`src/rtl/mod_inverse_pkg.sv`:
```
// Shared types and constants for the modular-inverse engine.
// The latency bound is also used by the bench as its timeout.
package mod_inverse_pkg;

    localparam int unsigned DefaultWidth = 32;

    typedef enum logic [1:0] {
        StIdle    = 2'd0,
        StLoad    = 2'd1,
        StCompute = 2'd2,
        StDone    = 2'd3
    } state_e;

    // Worst-case edges from start acceptance to done for legal operands.
    function automatic int unsigned latency_bound(input int unsigned width);
        return 4 * width + 3;
    endfunction

endpackage

```
`src/rtl/mod_halve.sv`:
```
// Modular halving for odd m: x/2 mod m. The sum is one bit wider than the
// operands so x+m cannot overflow before the shift.
module mod_halve #(
    parameter int unsigned WIDTH = 32
) (
    input  logic [WIDTH-1:0] x,
    input  logic [WIDTH-1:0] m,
    output logic [WIDTH-1:0] y
);

    logic [WIDTH:0] sum;

    always_comb begin
        sum = {1'b0, x} + {1'b0, m};
        y   = x[0] ? WIDTH'(sum >> 1) : (x >> 1);
    end

endmodule

```
`src/rtl/mod_inverse.sv`:
```
// Iterative a^-1 mod m for odd m using binary extended Euclid, one step per clock.
// Invariants: x1*a == u and x2*a == v (mod m); x1, x2 stay in [0, m-1].
module mod_inverse
    import mod_inverse_pkg::*;
#(
    parameter int unsigned WIDTH = DefaultWidth
) (
    input  logic             clk,
    input  logic             rst_n,
    input  logic             start,
    input  logic [WIDTH-1:0] a_in,
    input  logic [WIDTH-1:0] m_in,
    output logic [WIDTH-1:0] inv_out,
    output logic             done,
    output logic             no_inv,
    output logic             busy
);

    state_e state_q, state_d;

    logic [WIDTH-1:0] a_q, a_d;
    logic [WIDTH-1:0] m_q, m_d;
    logic [WIDTH-1:0] u_q, u_d;
    logic [WIDTH-1:0] v_q, v_d;
    logic [WIDTH-1:0] x1_q, x1_d;
    logic [WIDTH-1:0] x2_q, x2_d;
    logic [WIDTH-1:0] res_q, res_d;
    logic             res_no_q, res_no_d;
    logic [WIDTH-1:0] inv_q, inv_d;
    logic             done_q, done_d;
    logic             no_inv_q, no_inv_d;

    logic [WIDTH-1:0] x1_half, x2_half;
    logic [WIDTH-1:0] x1_sub, x2_sub;
    logic             legal;

    mod_halve #(
        .WIDTH(WIDTH)
    ) u_halve_x1 (
        .x(x1_q),
        .m(m_q),
        .y(x1_half)
    );

    mod_halve #(
        .WIDTH(WIDTH)
    ) u_halve_x2 (
        .x(x2_q),
        .m(m_q),
        .y(x2_half)
    );

    // Modular subtract; the wrapped WIDTH-bit result is exact since it lies in [0, m-1].
    always_comb begin
        x1_sub = (x1_q >= x2_q) ? (x1_q - x2_q) : (x1_q + m_q - x2_q);
        x2_sub = (x2_q >= x1_q) ? (x2_q - x1_q) : (x2_q + m_q - x1_q);
        legal  = m_q[0] && (m_q > WIDTH'(1)) && (a_q != '0) && (a_q < m_q);
    end

    always_comb begin
        state_d  = state_q;
        a_d      = a_q;
        m_d      = m_q;
        u_d      = u_q;
        v_d      = v_q;
        x1_d     = x1_q;
        x2_d     = x2_q;
        res_d    = res_q;
        res_no_d = res_no_q;
        inv_d    = inv_q;
        done_d   = done_q;
        no_inv_d = no_inv_q;

        unique case (state_q)
            StIdle: begin
                if (start) begin
                    a_d      = a_in;
                    m_d      = m_in;
                    inv_d    = '0;
                    done_d   = 1'b0;
                    no_inv_d = 1'b0;
                    state_d  = StLoad;
                end
            end
            StLoad: begin
                res_d = '0;
                if (!legal) begin
                    res_no_d = 1'b1;
                    state_d  = StDone;
                end else begin
                    u_d      = a_q;
                    v_d      = m_q;
                    x1_d     = WIDTH'(1);
                    x2_d     = '0;
                    res_no_d = 1'b0;
                    state_d  = StCompute;
                end
            end
            StCompute: begin
                if (u_q == WIDTH'(1)) begin
                    res_d    = x1_q;
                    res_no_d = 1'b0;
                    state_d  = StDone;
                end else if (v_q == WIDTH'(1)) begin
                    res_d    = x2_q;
                    res_no_d = 1'b0;
                    state_d  = StDone;
                end else if ((u_q == '0) || (v_q == '0)) begin
                    res_d    = '0;
                    res_no_d = 1'b1;
                    state_d  = StDone;
                end else if (!u_q[0]) begin
                    u_d  = u_q >> 1;
                    x1_d = x1_half;
                end else if (!v_q[0]) begin
                    v_d  = v_q >> 1;
                    x2_d = x2_half;
                end else if (u_q >= v_q) begin
                    u_d  = u_q - v_q;
                    x1_d = x1_sub;
                end else begin
                    v_d  = v_q - u_q;
                    x2_d = x2_sub;
                end
            end
            StDone: begin
                // Outputs publish together, so done, inv_out and no_inv rise on one edge.
                done_d   = 1'b1;
                inv_d    = res_q;
                no_inv_d = res_no_q;
                if (!start) begin
                    state_d = StIdle;
                end
            end
            default: state_d = StIdle;
        endcase
    end

    always_ff @(posedge clk or negedge rst_n) begin
        if (!rst_n) begin
            state_q  <= StIdle;
            a_q      <= '0;
            m_q      <= '0;
            u_q      <= '0;
            v_q      <= '0;
            x1_q     <= '0;
            x2_q     <= '0;
            res_q    <= '0;
            res_no_q <= 1'b0;
            inv_q    <= '0;
            done_q   <= 1'b0;
            no_inv_q <= 1'b0;
        end else begin
            state_q  <= state_d;
            a_q      <= a_d;
            m_q      <= m_d;
            u_q      <= u_d;
            v_q      <= v_d;
            x1_q     <= x1_d;
            x2_q     <= x2_d;
            res_q    <= res_d;
            res_no_q <= res_no_d;
            inv_q    <= inv_d;
            done_q   <= done_d;
            no_inv_q <= no_inv_d;
        end
    end

    assign inv_out = inv_q;
    assign done    = done_q;
    assign no_inv  = no_inv_q;
    assign busy    = (state_q == StLoad) || (state_q == StCompute);

endmodule

```
`config.mk`:
```
export PLATFORM = sky130hd
export DESIGN_NAME = mod_inverse
export DESIGN_NICKNAME = d
export VERILOG_FILES = /design/src/rtl/mod_inverse_pkg.sv /design/src/rtl/mod_halve.sv /design/src/rtl/mod_inverse.sv
export SDC_FILE = /design/constraint.sdc
export NUM_CORES = 1
export LEC_CHECK = 0
export BUFFER_PORTS_ARGS = -buffer_cell sky130_fd_sc_hd__buf_2
export CORE_ASPECT_RATIO = 1.2
export CORE_MARGIN = 4
export CORE_UTILIZATION = 43
export CTS_CLUSTER_SIZE = 40
export DETAILED_ROUTE_END_ITERATION = 10
export SLEW_MARGIN = 20
export SYNTH_ARGS = -nofsm -noshare
export SYNTH_HDL_FRONTEND = slang
export SYNTH_SLANG_ARGS = --single-unit
```
`constraint.sdc`:
```
create_clock -name clk -period 8.9 [get_ports clk]
set_clock_uncertainty 0.05 [all_clocks]
set_input_delay 0.445 -clock clk [delete_from_list [all_inputs] [get_ports clk]]
set_output_delay 0.445 -clock clk [all_outputs]
set_load 0.005 [all_outputs]
```
==> impl_metrics.csv, run 1 <==
group,metric,value,unit
setup_path,endpoint_kind,"flop",
place,port-buffer-count,101,
floorplan,num_rows,104,
final_layout,n_antenna_cell,0,
timing,tightest_slew,1.150,ns
cts,cts.sinks,261,
timing,fmax,186.9,MHz
logic_synthesis,synth_simple_gate_area_frac,0.1424,
floorplan,die_area,72450,sq um
setup_path,critical_path_required,9.36,ns
timing,slew_headroom,0.2316,
global_route,grtUsageTotal,0.2942,
detailed_routing,wirelength,110000,microns
final_layout,areaGrowthSynthToFinish,7.715,%
final_layout,fillers,6744,
final_layout,drive_above_1_share,0.08061,
final_layout,seqCellArea,6535,sq um
logic_synthesis,synthesis.instances,3612,
final_layout,multiInputGateArea,20820,sq um
place,gp_congestion,1.003,
timing,rsz0062_at_grt,"no",
cts,clock_latency,0.59,ns
detailed_routing,ant_nets,0,
logic_synthesis,async_flop_share,1.000,
timing,final_hold_viol_count,0,
final_layout,layout_common_cells,"inv_1, ha_1, a21oi_1, nor2_1, dfrtp_1",
global_route,grt_pass1_wl,165600,microns
timing,setup_tns,0,ns
global_route,antenna_found_initial,2,
cts,cts_max_path_buffers,3,
timing,drv_slew,0,
cts,cts_root_buf,"clkbuf_16",
logic_synthesis,synthFlopType,"dfrtp_1",
worst_hold_path,worstHoldPathType,"in -> reg",
floorplan,fp.dieW,246.4,microns
timing,fin_crit_sh,0.6010,
detailed_routing,drc,0,
detailed_routing,avgViaCountPerCell,6.133,
logic_synthesis,synth_top_family_by_area,"compound AO/OA/AOI/OAI gates",
logic_synthesis,syn_area,29320,sq um
setup_path,crit_fanout,32,
cts,cts_buffers,29,
global_route,grt_max_degree,81,
detailed_routing,first_pass_iters,8,
cts,tritoncts,"done",
floorplan,ios,102,
logic_synthesis,synth_fa_ha_area_frac,0.1941,
detailed_routing,vias,27667,
setup_path,path_class,"reg -> reg",
place,dp_hpwl,85720,microns
timing,fin_crit,5.349,ns
floorplan,coreArea,67270,sq um
logic_synthesis,synth-edff-count,0,
setup_path,crit_arrival,5.80,ns
timing,finalSetupViolations,0,
detailed_routing,drt_iter0_drc,2667,
logic_synthesis,syn_avg_cell_area,8.118,sq um
global_route,grt_pass1_vias,26806,
floorplan,die_h,294.1,microns
detailed_routing,wire_per_inst,24.38,microns
floorplan,start_util,0.4358,
logic_synthesis,synth_xor_area_frac,0.05765,
final_layout,nets,4069,
logic_synthesis,yosys.cell_types.count,88,
logic_synthesis,yosys_warnings,0,
setup_path,critPathLaunchType,"flop",
logic_synthesis,seq_area_frac_synth,0.2228,
cts,cts_max_level,1,
global_route,grt-ovfl-total,0,
logic_synthesis,synth_compound_gate_area_share,0.2675,
cts,clkTransAtPathRegs,0.07,ns
run_status,status,"complete, no violations",
logic_synthesis,synth.ff_latch_count,261,
logic_synthesis,syn_nets,4093,
logic_synthesis,synth_mux_area_frac,0.04592,
flow_run,max_cap_violations,0,
critical path: stages, from the launching register on:
cell and delay (ns):
dfrtp_2 0.61, buf_4 0.41, inv_1 0.40, ha_1 0.35, inv_1 0.14, ha_1 0.27
a211oi_1 0.29, o21ai_0 0.20, a21o_1 0.20, o21ai_1 0.49, o21ai_0 0.42, o41ai_2 0.58
o311ai_0 0.27, xnor2_1 0.18, o2111ai_1 0.12, a22oi_1 0.23
layer usage:
metal / vias to the layer above / wire (microns) / global-route usage / part of all wire
met1: 13436 / 47080 / 0.4020 / 0.43
li1: 12883 / - / - / -
met4: 0 / 5189 / 0.1158 / 0.047
met5: - / 0 / 0 / 0
met2: 1144 / 49800 / 0.4780 / 0.45
met3: 204 / 7887 / 0.03299 / 0.072
Yosys cell counts, drive strengths merged, types with 14 or more instances:
library cell	n	area share
nor2	295	0.038
xnor2	132	0.039
a22o	37	0.011
clkbuf	139	0.018
o21ai	240	0.041
a222oi	15	0.0051
fa	68	0.046
nor3	68	0.012
a21o	98	0.025
mux2	68	0.026
mux2i	58	0.020
o22ai	49	0.010
xor2	61	0.018
o21bai	35	0.0090
o221ai	16	0.0048
o21a	32	0.0082
nor2b	24	0.0051
nand3	65	0.011
and3	15	0.0032
dfrtp	261	0.22
nor4	43	0.0092
nand2	228	0.029
ha	346	0.15
inv	347	0.044
o211ai	36	0.0092
nand2b	29	0.0062
a211oi	51	0.013
o31ai	35	0.0090
buf	44	0.0072
a221oi	27	0.0083
a31oi	36	0.0077
or3	24	0.0051
a311oi	14	0.0044
a21oi	330	0.057
nand4	32	0.0068
and2	17	0.0036
what timing repair did:
item,in CTS,in global routing
hold endpoints to repair,70,0
resized for setup,0,0
hold buffers,1,0
endpoints found under the setup margin,0,0
setup buffers,0,0
final timing paths:
path	from	end	slack, ns	cells past startpoint
max in group asynchronous	rst_n	v_q[28]$_DFFE_PN0P_	6.20	4
min in group asynchronous	rst_n	x1_q[1]$_DFFE_PN0P_	0.34	2
setup reg to reg	x2_q[0]$_DFFE_PN0P_	x2_q[31]$_DFFE_PN0P_	3.55	15
hold reg to reg	res_q[26]$_DFFE_PN0P_	res_q[26]$_DFFE_PN0P_	0.43	2
hold / removal	a_in[2]	a_q[2]$_DFFE_PN0P_	0.04	2
setup / recovery	x2_q[0]$_DFFE_PN0P_	x2_q[31]$_DFFE_PN0P_	3.55	15
sequential cells by signal, summed over array words and instances (netlist names):
signal    count
a_q          32
done          1
inv_out      32
m_q          32
no_inv        1
res_no_q      1
res_q        32
state_q       2
u_q          32
v_q          32
x1_q         32
x2_q         32
logic make-up after synthesis:
| family | count (synthesis) |
|---|---|
| muxes | 126 |
| AOI/OAI and AO/OA | 1195 |
| DFF | 261 |
| xor gates and xnor gates | 193 |
| buffers and inverters | 532 |
| and+or+nand+nor | 891 |
| adders and majority gates | 414 |
stage by stage:
step,cell area [sq um],utilization,hold WS [ns],setup slack (ns),instances
2_1_floorplan,29320,-,0.09941,4.979,3612
3_3_place_gp,30500,0.4534,0.4069,3.641,4457
3_5_place_dp,30500,0.4534,0.4114,3.631,4457
4_1_cts,31580,0.4694,0.02114,3.580,4511
5_1_grt,31580,0.4695,0.03539,3.095,4511
6_report,31580,0.4695,0.03568,3.551,4511
layout make-up:
cell class                      instances  share of cell area
Multi-Input combinational cell       2819              0.6592
Sequential cell                       261              0.2069
Inverter                              349             0.04148
Tap cell                              901             0.03569
Clock buffer                           31             0.02353
Timing Repair Buffer                  128             0.02282
Clock inverter                         22             0.01034
Power of run 1 is not shown: default switching activity piles up to over one toggle a cycle in this logic, so the estimate is an artifact.
==> run 2, diff against run 1 <==
ABC_AREA = 1   (was not set)
clock period = 4.7 ns   (was 8.9 ns; I/O delays follow)
==> impl_metrics.csv, run 2 <==
group,metric,value,unit
cts,cts_buffers,31,
logic_synthesis,yosysMostFrequentCell,"nand2_1",
worst_hold_path,worstHoldPathType,"in -> reg",
timing,finalSetupViolations,0,
global_route,grt_pass1_vias,38330,
logic_synthesis,syn_nets,6262,
final_layout,drive_above_1_share,0.05268,
logic_synthesis,async_flop_share,1.000,
logic_synthesis,yosys.cell_types.count,50,
detailed_routing,wire_per_inst,25.17,microns
timing,hold_ws,0.1277,ns
flow_run,max_cap_violations,0,
final_layout,nets,6398,
detailed_routing,vias,38593,
setup_path,r2r_cells,17,
setup_path,crit_fanout,42,
run_status,status,"finished with violations",
timing,final_hold_viol_count,0,
timing,slew_headroom,0.3328,
detailed_routing,drc,1,
final_layout,fin_cells,6978,
logic_synthesis,yosys_warnings,0,
setup_path,path_class,"reg -> reg",
setup_path,critical_path_required,5.18,ns
floorplan,coreArea,79460,sq um
floorplan,ios,102,
detailed_routing,wirelength,175700,microns
final_layout,layout_common_cells,"nand2_1, inv_1, nand3_1, nor2_1, a21oi_1",
global_route,grtUsageTotal,0.4012,
floorplan,die_area,85190,sq um
logic_synthesis,seq_area_frac_synth,0.1885,
cts,cts_root_buf,"clkbuf_16",
timing,rsz0062_at_grt,"no",
timing,setup_tns,0,ns
detailed_routing,first_pass_iters,11,
final_layout,areaGrowthSynthToFinish,10.25,%
floorplan,die_h,318.9,microns
timing,fin_crit,4.356,ns
logic_synthesis,ys_top_cells_by_area,"nand2_1, dfrtp_1, ha_1, inv_1, nand3_1",
place,gp_congestion,1.035,
cts,clkTransAtPathRegs,0.07,ns
logic_synthesis,synth-edff-count,0,
global_route,grt_max_degree,91,
global_route,antenna_found_initial,2,
logic_synthesis,synth.ff_latch_count,261,
floorplan,num_rows,113,
cts,cts_max_path_buffers,3,
cts,cts.sinks,261,
floorplan,start_util,0.4360,
place,dpl.cell_count,6854,
logic_synthesis,syn_avg_cell_area,5.993,sq um
detailed_routing,drt_iter0_drc,3737,
timing,tightest_slew,1.001,ns
detailed_routing,avgViaCountPerCell,5.531,
logic_synthesis,yosys-top-cells-count,"nand2_1, inv_1, nand3_1",
logic_synthesis,syn_area,34640,sq um
setup_path,endpoint_kind,"flop",
global_route,grt_pass1_wl,251100,microns
cts,tritoncts,"done",
timing,drv_slew,0,
logic_synthesis,synthesis.instances,5781,
place,dp_hpwl,145400,microns
floorplan,fp.dieW,267.1,microns
cts,cts_max_level,1,
global_route,grt-ovfl-total,0,
timing,fmax,229.6,MHz
worst_hold_path,worstHoldPathCells,3,
logic_synthesis,synth_top_area_frac,0.2092,
setup_path,crit_arrival,4.83,ns
final_layout,final_common_cell,"nand2_1",
logic_synthesis,yosysTopAreaCell,"nand2_1",
place,port-buffer-count,101,
run_status,violations,"DRC",
setup_path,critPathLaunchType,"flop",
cts,cts_setup_buffers,0,
cts,clock_latency,0.64,ns
timing,fin_crit_sh,0.9267,
detailed_routing,ant_nets,0,
logic_synthesis,synthFlopType,"dfrtp_1",
## run 2: what timing repair did
item,in CTS,in global routing
hold buffers,65,0
resized for setup,0,0
hold endpoints to repair,151,0
## run 2: through the flow
stage,util,worst slack [ns],cell area [sq um]
5_1_grt,0.4807,0.1523,38190
3_5_place_dp,0.4587,0.5013,36450
3_3_place_gp,0.4587,0.5134,36450
4_1_cts,0.4807,0.4569,38190
6_report,0.4807,0.3443,38200
2_1_floorplan,-,1.456,34640
## run 2: layout make-up
| cell class | count | area [sq um] |
|---|---|---|
| antenna | 1 | 2.502 |
| clock buffer | 37 | 838.3 |
| clock inverter | 21 | 254.0 |
| fill | 8614 | 41260 |
| inverter | 997 | 3752 |
| multi-input combinational | 4365 | 23580 |
| sequential | 261 | 6533 |
| tap | 1035 | 1295 |
| timing repair buffer | 261 | 1942 |
## run 2: path summary, 6_finish.rpt
kind | start | endpoint | slack, ns
worst max-delay path | u_q[0]$_DFFE_PN0P_ | x2_q[5]$_DFFE_PN0P_ | 0.34
worst min-delay path | m_in[0] | m_q[0]$_DFFE_PN0P_ | 0.13
worst max register to register | u_q[0]$_DFFE_PN0P_ | x2_q[5]$_DFFE_PN0P_ | 0.34
worst min register to register | res_q[25]$_DFFE_PN0P_ | res_q[25]$_DFFE_PN0P_ | 0.45
max in group asynchronous | rst_n | res_q[30]$_DFFE_PN0P_ | 3.42
min in group asynchronous | rst_n | v_q[29]$_DFFE_PN0P_ | 0.18
## run 2: metal layers
metal	up-vias	global-route usage	wire (microns)
li1	18399	-	-
met1	17923	0.4411	62420
met2	1725	0.6683	80890
met3	546	0.05822	12080
met4	0	0.3611	20260
met5	-	0	0
## run 2: kinds of logic (layout without fill, tap and decap cells)
logic type	count (synthesis)	count (layout)	share of synthesized area
buffers and inverters	1155	1316	0.1317
and+or+nand+nor	2950	2950	0.3496
AOI/OAI and AO/OA	891	891	0.1381
adders and majority gates	414	414	0.1643
DFF	261	261	0.1885
xor gates and xnor gates	110	110	0.02781
other	0	1	0
## run 2: critical path, stage by stage, from the launching register on
cell and delay (ns):
dfrtp_1 0.49, inv_1 0.22, ha_1 0.23, inv_1 0.08, fa_1 0.49, nand2_1 0.12
nand2_1 0.12, nand2_1 0.09, nand2_1 0.17, nand2_1 0.13, nand2_2 0.12, nand2_2 0.11
nand3_4 0.21, a21oi_1 0.33, nand3_4 0.50, inv_4 0.58, nand2_1 0.12, o21ai_1 0.09
Power of run 2 is left out for the same reason.
